**config.mk**
```make
export PLATFORM = sky130hd
export DESIGN_NAME = equiv_stim_gen
export DESIGN_NICKNAME = d
export VERILOG_FILES = /design/src/rtl/equiv_pkg.sv /design/src/rtl/equiv_lfsr64.sv /design/src/rtl/equiv_stim_gen.sv
export SDC_FILE = /design/constraint.sdc
export NUM_CORES = 1
export LEC_CHECK = 0
export CORE_ASPECT_RATIO = 0.9
export CORE_MARGIN = 2
export CORE_UTILIZATION = 51
export DETAILED_ROUTE_END_ITERATION = 12
export PLACE_DENSITY = 0.91
export REMOVE_ABC_BUFFERS = 1
export SLEW_MARGIN = 20
export SYNTH_ARGS = -nofsm -noshare
export SYNTH_HDL_FRONTEND = slang
export SYNTH_SLANG_ARGS = --single-unit
```
**constraint.sdc**
```tcl
create_clock -name clk -period 3.8 [get_ports clk]
set_clock_uncertainty 0.15 [all_clocks]
set_input_delay 0.38 -clock clk [delete_from_list [all_inputs] [get_ports clk]]
set_output_delay 0.38 -clock clk [all_outputs]
set_load 0.01 [all_outputs]
```
**src/rtl/equiv_pkg.sv**
```systemverilog
// Shared definitions for the equivalence stimulus generator.
// Holds the sequencer state encoding, the LFSR width and Galois tap mask,
// and the LFSR bit-slice boundaries that feed wire0..wire3, so that the
// generator, the harness and any checker agree on one mapping.
package equiv_pkg;

    typedef enum logic [2:0] {
        ST_IDLE,
        ST_APPLY,
        ST_SETTLE,
        ST_CHECK,
        ST_DONE
    } state_e;

    localparam int          LFSR_W    = 64;
    // Taps 64,63,61,60 for a right-shifting Galois LFSR (maximal length).
    localparam logic [63:0] LFSR_TAPS = 64'hD800_0000_0000_0000;

    localparam int W0_LSB = 0;
    localparam int W0_MSB = 17;
    localparam int W1_LSB = 18;
    localparam int W1_MSB = 31;
    localparam int W2_LSB = 32;
    localparam int W2_MSB = 41;
    localparam int W3_LSB = 42;
    localparam int W3_MSB = 62;

    function automatic logic [LFSR_W-1:0] lfsr_next(input logic [LFSR_W-1:0] s);
        return s[0] ? ((s >> 1) ^ LFSR_TAPS) : (s >> 1);
    endfunction

endpackage

```
**src/rtl/equiv_lfsr64.sv**
```systemverilog
// 64-bit Galois LFSR used as the stimulus source.
// Ports:
//   clk      - rising-edge clock
//   rst_n    - synchronous active-low reset, clears the state to zero
//   load_i   - load seed_i (DEF_SEED substituted when seed_i is zero)
//   adv_i    - advance one step; ignored while load_i is high
//   seed_i   - seed value
//   state_o  - current LFSR state
module equiv_lfsr64
    import equiv_pkg::*;
#(
    parameter logic [63:0] DEF_SEED = 64'h0123_4567_89AB_CDEF
) (
    input  logic              clk,
    input  logic              rst_n,
    input  logic              load_i,
    input  logic              adv_i,
    input  logic [LFSR_W-1:0] seed_i,
    output logic [LFSR_W-1:0] state_o
);

    logic [LFSR_W-1:0] lfsr_q;

    always_ff @(posedge clk) begin
        if (!rst_n) begin
            lfsr_q <= '0;
        end else if (load_i) begin
            // An all-zero state would lock the LFSR forever.
            lfsr_q <= (seed_i == '0) ? DEF_SEED : seed_i;
        end else if (adv_i) begin
            lfsr_q <= lfsr_next(lfsr_q);
        end
    end

    assign state_o = lfsr_q;

endmodule

```
**src/rtl/equiv_stim_gen.sv**
```systemverilog
// Stimulus generator feeding the equivalence harness.
// Each vector is taken from a 64-bit LFSR, held for SETTLE cycles, then a
// one-cycle cmp_en strobe tells the harness to compare. A run of num_vec
// vectors is started by start and ends with a one-cycle done pulse; stop
// aborts a run early and sets the aborted level.
// Ports:
//   clk, rst_n       - clock, synchronous active-low reset
//   start, stop      - run request (IDLE only) / abort request (busy states)
//   seed_in, num_vec - seed and vector count captured on accepted start
//   wire0..wire3     - stimulus slices of the LFSR
//   cmp_en           - compare strobe, one cycle per vector
//   busy, done       - run in progress / end-of-run pulse
//   aborted          - last run ended through stop
//   vec_idx          - index of the vector currently applied
module equiv_stim_gen
    import equiv_pkg::*;
#(
    parameter int unsigned SETTLE   = 2,
    parameter logic [63:0] DEF_SEED = 64'h0123_4567_89AB_CDEF,
    parameter int          CNT_W    = 16
) (
    input  logic                clk,
    input  logic                rst_n,
    input  logic                start,
    input  logic                stop,
    input  logic [63:0]         seed_in,
    input  logic [CNT_W-1:0]    num_vec,
    output logic [17:0]         wire0,
    output logic signed [13:0]  wire1,
    output logic signed [9:0]   wire2,
    output logic signed [20:0]  wire3,
    output logic                cmp_en,
    output logic                busy,
    output logic                done,
    output logic                aborted,
    output logic [CNT_W-1:0]    vec_idx
);

    localparam logic [7:0] SETTLE_LAST = (SETTLE == 0) ? 8'd0 : 8'(SETTLE - 1);

    state_e              state_q;
    logic [7:0]          cnt_q;
    logic [CNT_W-1:0]    num_q;
    logic [CNT_W-1:0]    vec_idx_q;
    logic [17:0]         wire0_q;
    logic signed [13:0]  wire1_q;
    logic signed [9:0]   wire2_q;
    logic signed [20:0]  wire3_q;
    logic                busy_q;
    logic                aborted_q;

    logic [LFSR_W-1:0]   lfsr;
    logic                lfsr_load;
    logic                lfsr_adv;
    logic                unused_lfsr_msb;

    assign lfsr_load       = (state_q == ST_IDLE) && start;
    assign lfsr_adv        = (state_q == ST_APPLY) && !stop;
    assign unused_lfsr_msb = lfsr[LFSR_W-1];

    equiv_lfsr64 #(
        .DEF_SEED (DEF_SEED)
    ) u_lfsr (
        .clk     (clk),
        .rst_n   (rst_n),
        .load_i  (lfsr_load),
        .adv_i   (lfsr_adv),
        .seed_i  (seed_in),
        .state_o (lfsr)
    );

    always_ff @(posedge clk) begin
        if (!rst_n) begin
            state_q   <= ST_IDLE;
            cnt_q     <= '0;
            num_q     <= '0;
            vec_idx_q <= '0;
            wire0_q   <= '0;
            wire1_q   <= '0;
            wire2_q   <= '0;
            wire3_q   <= '0;
            busy_q    <= 1'b0;
            aborted_q <= 1'b0;
        end else begin
            case (state_q)
                ST_IDLE: begin
                    if (start) begin
                        num_q     <= num_vec;
                        vec_idx_q <= '0;
                        aborted_q <= 1'b0;
                        busy_q    <= 1'b1;
                        state_q   <= (num_vec == '0) ? ST_DONE : ST_APPLY;
                    end
                end
                ST_APPLY: begin
                    if (stop) begin
                        aborted_q <= 1'b1;
                        state_q   <= ST_DONE;
                    end else begin
                        wire0_q <= lfsr[W0_MSB:W0_LSB];
                        wire1_q <= $signed(lfsr[W1_MSB:W1_LSB]);
                        wire2_q <= $signed(lfsr[W2_MSB:W2_LSB]);
                        wire3_q <= $signed(lfsr[W3_MSB:W3_LSB]);
                        cnt_q   <= '0;
                        state_q <= (SETTLE == 0) ? ST_CHECK : ST_SETTLE;
                    end
                end
                ST_SETTLE: begin
                    if (stop) begin
                        aborted_q <= 1'b1;
                        state_q   <= ST_DONE;
                    end else if (cnt_q == SETTLE_LAST) begin
                        state_q <= ST_CHECK;
                    end else begin
                        cnt_q <= cnt_q + 8'd1;
                    end
                end
                ST_CHECK: begin
                    // stop outranks both the next-vector and end-of-run paths.
                    if (stop) begin
                        aborted_q <= 1'b1;
                        state_q   <= ST_DONE;
                    end else if (vec_idx_q == num_q - CNT_W'(1)) begin
                        state_q <= ST_DONE;
                    end else begin
                        vec_idx_q <= vec_idx_q + CNT_W'(1);
                        state_q   <= ST_APPLY;
                    end
                end
                ST_DONE: begin
                    busy_q  <= 1'b0;
                    state_q <= ST_IDLE;
                end
                default: begin
                    state_q <= ST_IDLE;
                end
            endcase
        end
    end

    // Strobe is withheld when an abort lands on the compare cycle.
    assign cmp_en  = (state_q == ST_CHECK) && !stop;
    assign done    = (state_q == ST_DONE);
    assign busy    = busy_q;
    assign aborted = aborted_q;
    assign vec_idx = vec_idx_q;
    assign wire0   = wire0_q;
    assign wire1   = wire1_q;
    assign wire2   = wire2_q;
    assign wire3   = wire3_q;

endmodule

```
# Word-level counts from Yosys, hierarchy flattened
# Index checks and enable logic that the tools add are counted.
[classes]
bitwise = 2
addsub = 3
n_eq_ne = 14
n_reduce_logical = 20
muxes = 25
[op_table]
columns = ["op", "count"]
rows = [
  ["two-way mux 64 bit", 4],
  ["zero test 64 bit", 1],
  ["two-way mux 16 bit", 3],
  ["case mux 16 bit (2 select lines)", 1],
  ["two-way mux 8 bit", 3],
  ["two-way mux 3 bit", 7],
  ["adder 16 x 1 -> 16 bit (second input constant)", 1],
  ["== test 16 bit", 1],
  ["zero test 16 bit", 1],
  ["case mux 8 bit (2 select lines)", 1],
  ["subtractor 16 x 1 -> 16 bit (second input constant)", 1],
  ["inequality test 2 bit (second input constant)", 6],
  ["case mux 3 bit (4 select lines)", 1],
  ["nonzero test 2 bit", 5],
  ["adder 8 x 1 -> 8 bit (second input constant)", 1],
  ["== test 8 x 1 -> 1 bit (second input constant)", 1],
  ["AND reduction 2 bit", 4],
  ["AND reduction 4 bit", 2],
  ["== test 3 x 2 -> 1 bit (second input constant)", 2],
  ["NOT 3 -> 4 bit", 1],
  ["case mux 1 bit (2 select lines)", 2],
  ["== test 3 x 1 -> 1 bit (second input constant)", 1],
  ["== test 3 bit (second input constant)", 1],
  ["logical AND 1 bit", 3],
  ["other kinds (8)", 10],
]
[word_totals]
wordCells = 75
register_bits = 172
inputBits = 84
out_inout_bits = 83

# Longest topological paths before layout
[logic_depth]
ltp_word = 5
ltp_mapped = 13
ltp_nobuf = 9

# Modules after synthesis
# From an unflattened synthesis, not the netlist that was laid out.
[unflattened]
cells_unflattened = 921
hier_area_um2 = 8060.2
[by_module_without_submodules]
columns = ["mod", "n_inst", "seq_area_each_um2", "area_per_inst_um2", "cells_per_inst"]
rows = [
  ["equiv_stim_gen", 1, 2162.1, 4946.0, 611],
  ["equiv_lfsr64", 1, 1281.2, 3114.2, 310],
]

# Worst setup path before layout
# OpenSTA, ideal clock, no wires.
[synth_path]
kind = "reg2reg"
startpoint = "register num_q[0]"
endpoint = "register vec_idx_q[7], in the netlist vec_idx[7]"
setup_time_ns = 0.059
synth_period_minus_slack_ns = 2.906
required_ns = 3.591
t_arrival_ns = 2.697
path_slack_ns = 0.894
n_path_buf = 3
stages_incl_launch_ff = 13
cell_sequence = "dfxtp_1 -> clkbuf_1 -> inv_1 -> ha_1 -> or4b_1 -> or3_4 -> a221oi_2 -> nor4bb_1 -> and4_1 -> buf_6 -> buf_6 -> or4_1 -> nand2_1"
[synth_between]
elab_chain_len = 4
[synth_lines]
columns = ["element", "line", "text"]
rows = [
  ["start, declared", "equiv_stim_gen.sv:43", "logic [CNT_W-1:0] num_q;"],
  ["start signal, assigned", "equiv_stim_gen.sv:88", "num_q <= num_vec;"],
  ["subtractor 16 x 1 -> 16 bit", "equiv_stim_gen.sv:123", "end else if (vec_idx_q == num_q - CNT_W'(1)) begin"],
  ["== test 16 bit", "equiv_stim_gen.sv:123", ""],
  ["inequality test 2 bit (no source line)", "n/a", ""],
  ["AND reduction 4 bit (no source line)", "n/a", ""],
  ["end signal, assigned", "equiv_stim_gen.sv:126", "vec_idx_q <= vec_idx_q + CNT_W'(1);"],
  ["end, declared", "equiv_stim_gen.sv:44", "logic [CNT_W-1:0] vec_idx_q;"],
]
# Every way passes these cells.
# A chain may end at the register's enable or synchronous reset.

# Final worst setup path
[layout_path]
startpoint = "register num_q[0]"
endpoint = "register vec_idx_q[3], in the netlist vec_idx[3]"
# Same word-level chain as after synthesis.

==> summary.txt <==
Status
  • Status: finished clean

Job
  • Max_cap viols: 0

Critical path
  • Crit path max-delay family: simple AND/OR/NAND/NOR gates
  • R2r setup slk: about 0.2 ns
  • CP max stage cell: and4_1
  • Worst path arrival time: ~3.8 ns
  • Largest stage delay on the critical path: approximately 0.91 ns
  • RR Startpoint: num_q[0]
  • CP Max Fanout: 33
  • Crit end category: register
  • CP required: roughly 4 ns
  • Critical R2R Capture: vec_idx[3]
  • Worst setup path endpoint: vec_idx[3]
  • Critical path depth: 9
  • Crit Path Category: register to register
  • Worst Setup SP: num_q[0]
  • Buf/Inv on CP: 1
  • Worst Setup Start Kind: register
  • Worst-path cell chain: inv_1, ha_1, or4b_1, or3_4, nand2_1, nor4bb_1, and4_1, o21ai_0, a21oi_1
  • Cells on worst reg2reg path: 9

Global route
  • GRT met3 Usage: about 7.9%
  • Largest net degree at the start of global routing: 77
  • Met2 GRT Util: 43.7%
  • Grt met1 use: 34.4%
  • GR Overflow Total: 0
  • Vias in the first global route: 7157
  • First-pass GRT wire length: around 35000 um
  • Antenna violations before repair: 0
  • Busiest layer in global routing: met2
  • GR Util All Layers: 27.0%

Cells and area
  • Cell Count, Final, Fillers Out: between 1k and 1.5k
  • Fill cell total of the finished layout: 1140
  • Layout cells sized above 1: between 5 and 6%
  • Final core utilization: between 60 and 70%
  • Area of the multi-input gates: 4010 um^2
  • Nets: around 1.2k
  • Sequential Area: about 3400 um^2
  • Area Overhead vs Synth: 30.3%
  • Antenna cells: 0

Clocking
  • CTS buffer count: 17
  • Clk slew on worst S/H paths: around 0.07 ns
  • H-tree levels: 4
  • Clock tree root driver cell: clkbuf_16
  • Skew-Pair Late Insertion Delay: between 0.4 and 0.5 ns
  • Postcts setup bufs: 0
  • CTS sink count: roughly 170
  • Cts hold-fix bufs: 0
  • Clock Path Buffers: 2
  • CTS tree: done
  • PostCTS Resize Cnt: 0

Yosys
  • FF+latch count, synth: 172
  • Top post-synthesis cells by count: 277 x nand2_1, 172 x dfxtp_1, 113 x a21boi_0
  • Mean Syn Cell Area: 8.05 um^2
  • Share of the synthesized area in the top cell type: between 40 and 50%
  • Seq/Total Area, Yosys: 44.5%
  • Synth top area cells: dfxtp_1 45%, nand2_1 13%, a21boi_0 11%, o21ai_0 4.5%, clkbuf_1 2.7%
  • Cell with the most instances after synthesis: nand2_1
  • Yosys cell types: 56
  • Async set-reset flop share out of synthesis: 0%
  • Main synth FF type: dfxtp_1
  • Cell area after synthesis: between 7000 and 8000 um^2
  • Synth area leader: dfxtp_1
  • Post-synth EDFFs: 0
  • Post-Syn Instances: 960
  • Yosys warning count: 0

STA
  • Final Slew Violations: 0
  • Sum Neg Setup Slack: 0 ns
  • Tmin final: approximately 3.6 ns
  • Hold slack: around 0.20 ns
  • Final worst slack: just over 0.2 ns
  • Slew HR: a little over a third
  • Final setup vio count: 0
  • Worst slew pin tran: ~0.98 ns
  • Final hold vios: 0
  • Max Fclk: between 200 and 300 MHz
  • Unrepaired setup endpoints after global routing: false
  • Final period util: 94.6%

Power and ir drop
  • Leak pwr: 3.57 nW
  • Peak VDD IR: roughly 0.00040 V
  • Pwr/cell area: between 400 and 500 nW/um^2

Floorplan
  • Total core area: between 10000 and 15000 um^2
  • Die Y: roughly 120 um
  • Initial core utilization: a little over half
  • Top Ports: 167
  • Num rows: 42
  • Chip Width: approximately 130 um
  • Die Area: between 15000 and 20000 um^2

Drt
  • DRT Wirelength: around 22000 um
  • Vias per std cell: between 5 and 6
  • Residual DRC: 0
  • Detail Route Antenna Nets: 0
  • Vias: roughly 7.5k
  • DR pass1 iterations: 5
  • Drt wl/cell: around 17 um
  • DR iter-0 viols: approximately 680

Placement
  • Pre-CTS WS: just under 0.4 ns
  • Global placement routability congestion: 0.948
  • Placed insts: about 1.3k
  • HPWL Detailed: between 10000 and 15000 um
  • PortBufs: roughly 170

Worst hold path
  • Hold crit path type: input port to register
  • Hold path start: rst_n
==> kinds of logic after synthesis <==
family | after synthesis | synth area share (%)
AO/OA/AOI/OAI | 263 | 22.6
XOR/XNOR | 25 | 2.83
adder cells (fa/ha/maj) | 4 | 0.647
buffers and inverters | 75 | 4.10
flip-flops | 172 | 44.5
multiplexers | 3 | 0.388
AND/OR/NAND/NOR | 418 | 24.9
==> worst reg2reg max path, cell delays in order (launching register included) <==
cell and delay, ns:
dfxtp_1 0.38, inv_1 0.08, ha_1 0.23, or4b_1 0.53, or3_4 0.37, nand2_1 0.09, nor4bb_1 0.35, and4_1 0.91
o21ai_0 0.24, a21oi_1 0.18
==> through the flow <==
| stage | power, mW | cell area (um^2) |
|---|---|---|
| global placement | 2.79 | 9480 |
| detailed placement | 2.82 | 9480 |
| floorplan | 2.48 | 7440 |
| global route | 4.75 | 10100 |
| finish | 4.55 | 10100 |
| CTS | 4.57 | 10100 |
==> layout by cell type (no fill, tap or decap), types with 4 or more instances in the layout <==
| master | count |
|---|---|
| a21oi_1 | 16 |
| xor2_1 | 13 |
| buf_4 | 13 |
| inv_1 | 8 |
| ha_1 | 4 |
| nand3_1 | 8 |
| o21ai_0 | 70 |
| o21ai_1 | 4 |
| clkdlybuf4s50_1 | 165 |
| or3_1 | 11 |
| and3_1 | 9 |
| or4_1 | 9 |
| clkbuf_16 | 17 |
| nand4_1 | 17 |
| dfxtp_1 | 172 |
| nand2_1 | 277 |
| nor2b_1 | 6 |
| inv_6 | 6 |
| nor2_1 | 20 |
| nor3_1 | 6 |
| a31oi_1 | 30 |
| o211ai_1 | 4 |
| a21boi_0 | 113 |
| nor4_1 | 25 |
| o31ai_1 | 7 |
| xnor2_1 | 12 |
==> per-layer routing <==
layer | vias to the layer above | share of wire [%]
li1 | 3622 | -
met1 | 3509 | 43
met2 | 339 | 46
met3 | 48 | 8.8
met4 | 0 | 2.2
met5 | - | 0
==> cell type report <==
class,instances,share of cell area (%)
inverter,8,0.298
multi-input combinational,713,39.8
timing repair buffer,178,17.4
sequential,172,34.2
tap,198,2.46
clock buffer,19,4.40
clock inverter,13,1.53
==> how the worst min path moves through the flow <==
stage	endpoint	cells past startpoint
CTS	u_lfsr.state_o[56]	2
finish	u_lfsr.state_o[56]	2
global route	num_q[12]	2
detailed placement	wire3[11]	2
floorplan	u_lfsr.state_o[59]	2
global placement	u_lfsr.state_o[53]	2
==> where the power goes <==
part,switching (mW),internal [mW],total [mW]
logic,0.429,0.329,0.758
registers,0.0996,1.94,2.04
clock network,0.758,1.00,1.76
==> registers in the layout, indices dropped and copies added, names as in the netlist <==
| signal | count |
|---|---|
| num_q | 16 |
| cnt_q | 8 |
| wire1 | 14 |
| wire2 | 10 |
| state_q | 3 |
| busy | 1 |
| vec_idx | 16 |
| u_lfsr.state_o | 64 |
| wire3 | 21 |
| wire0 | 18 |
| aborted | 1 |
(Power assumes the default switching activity.)
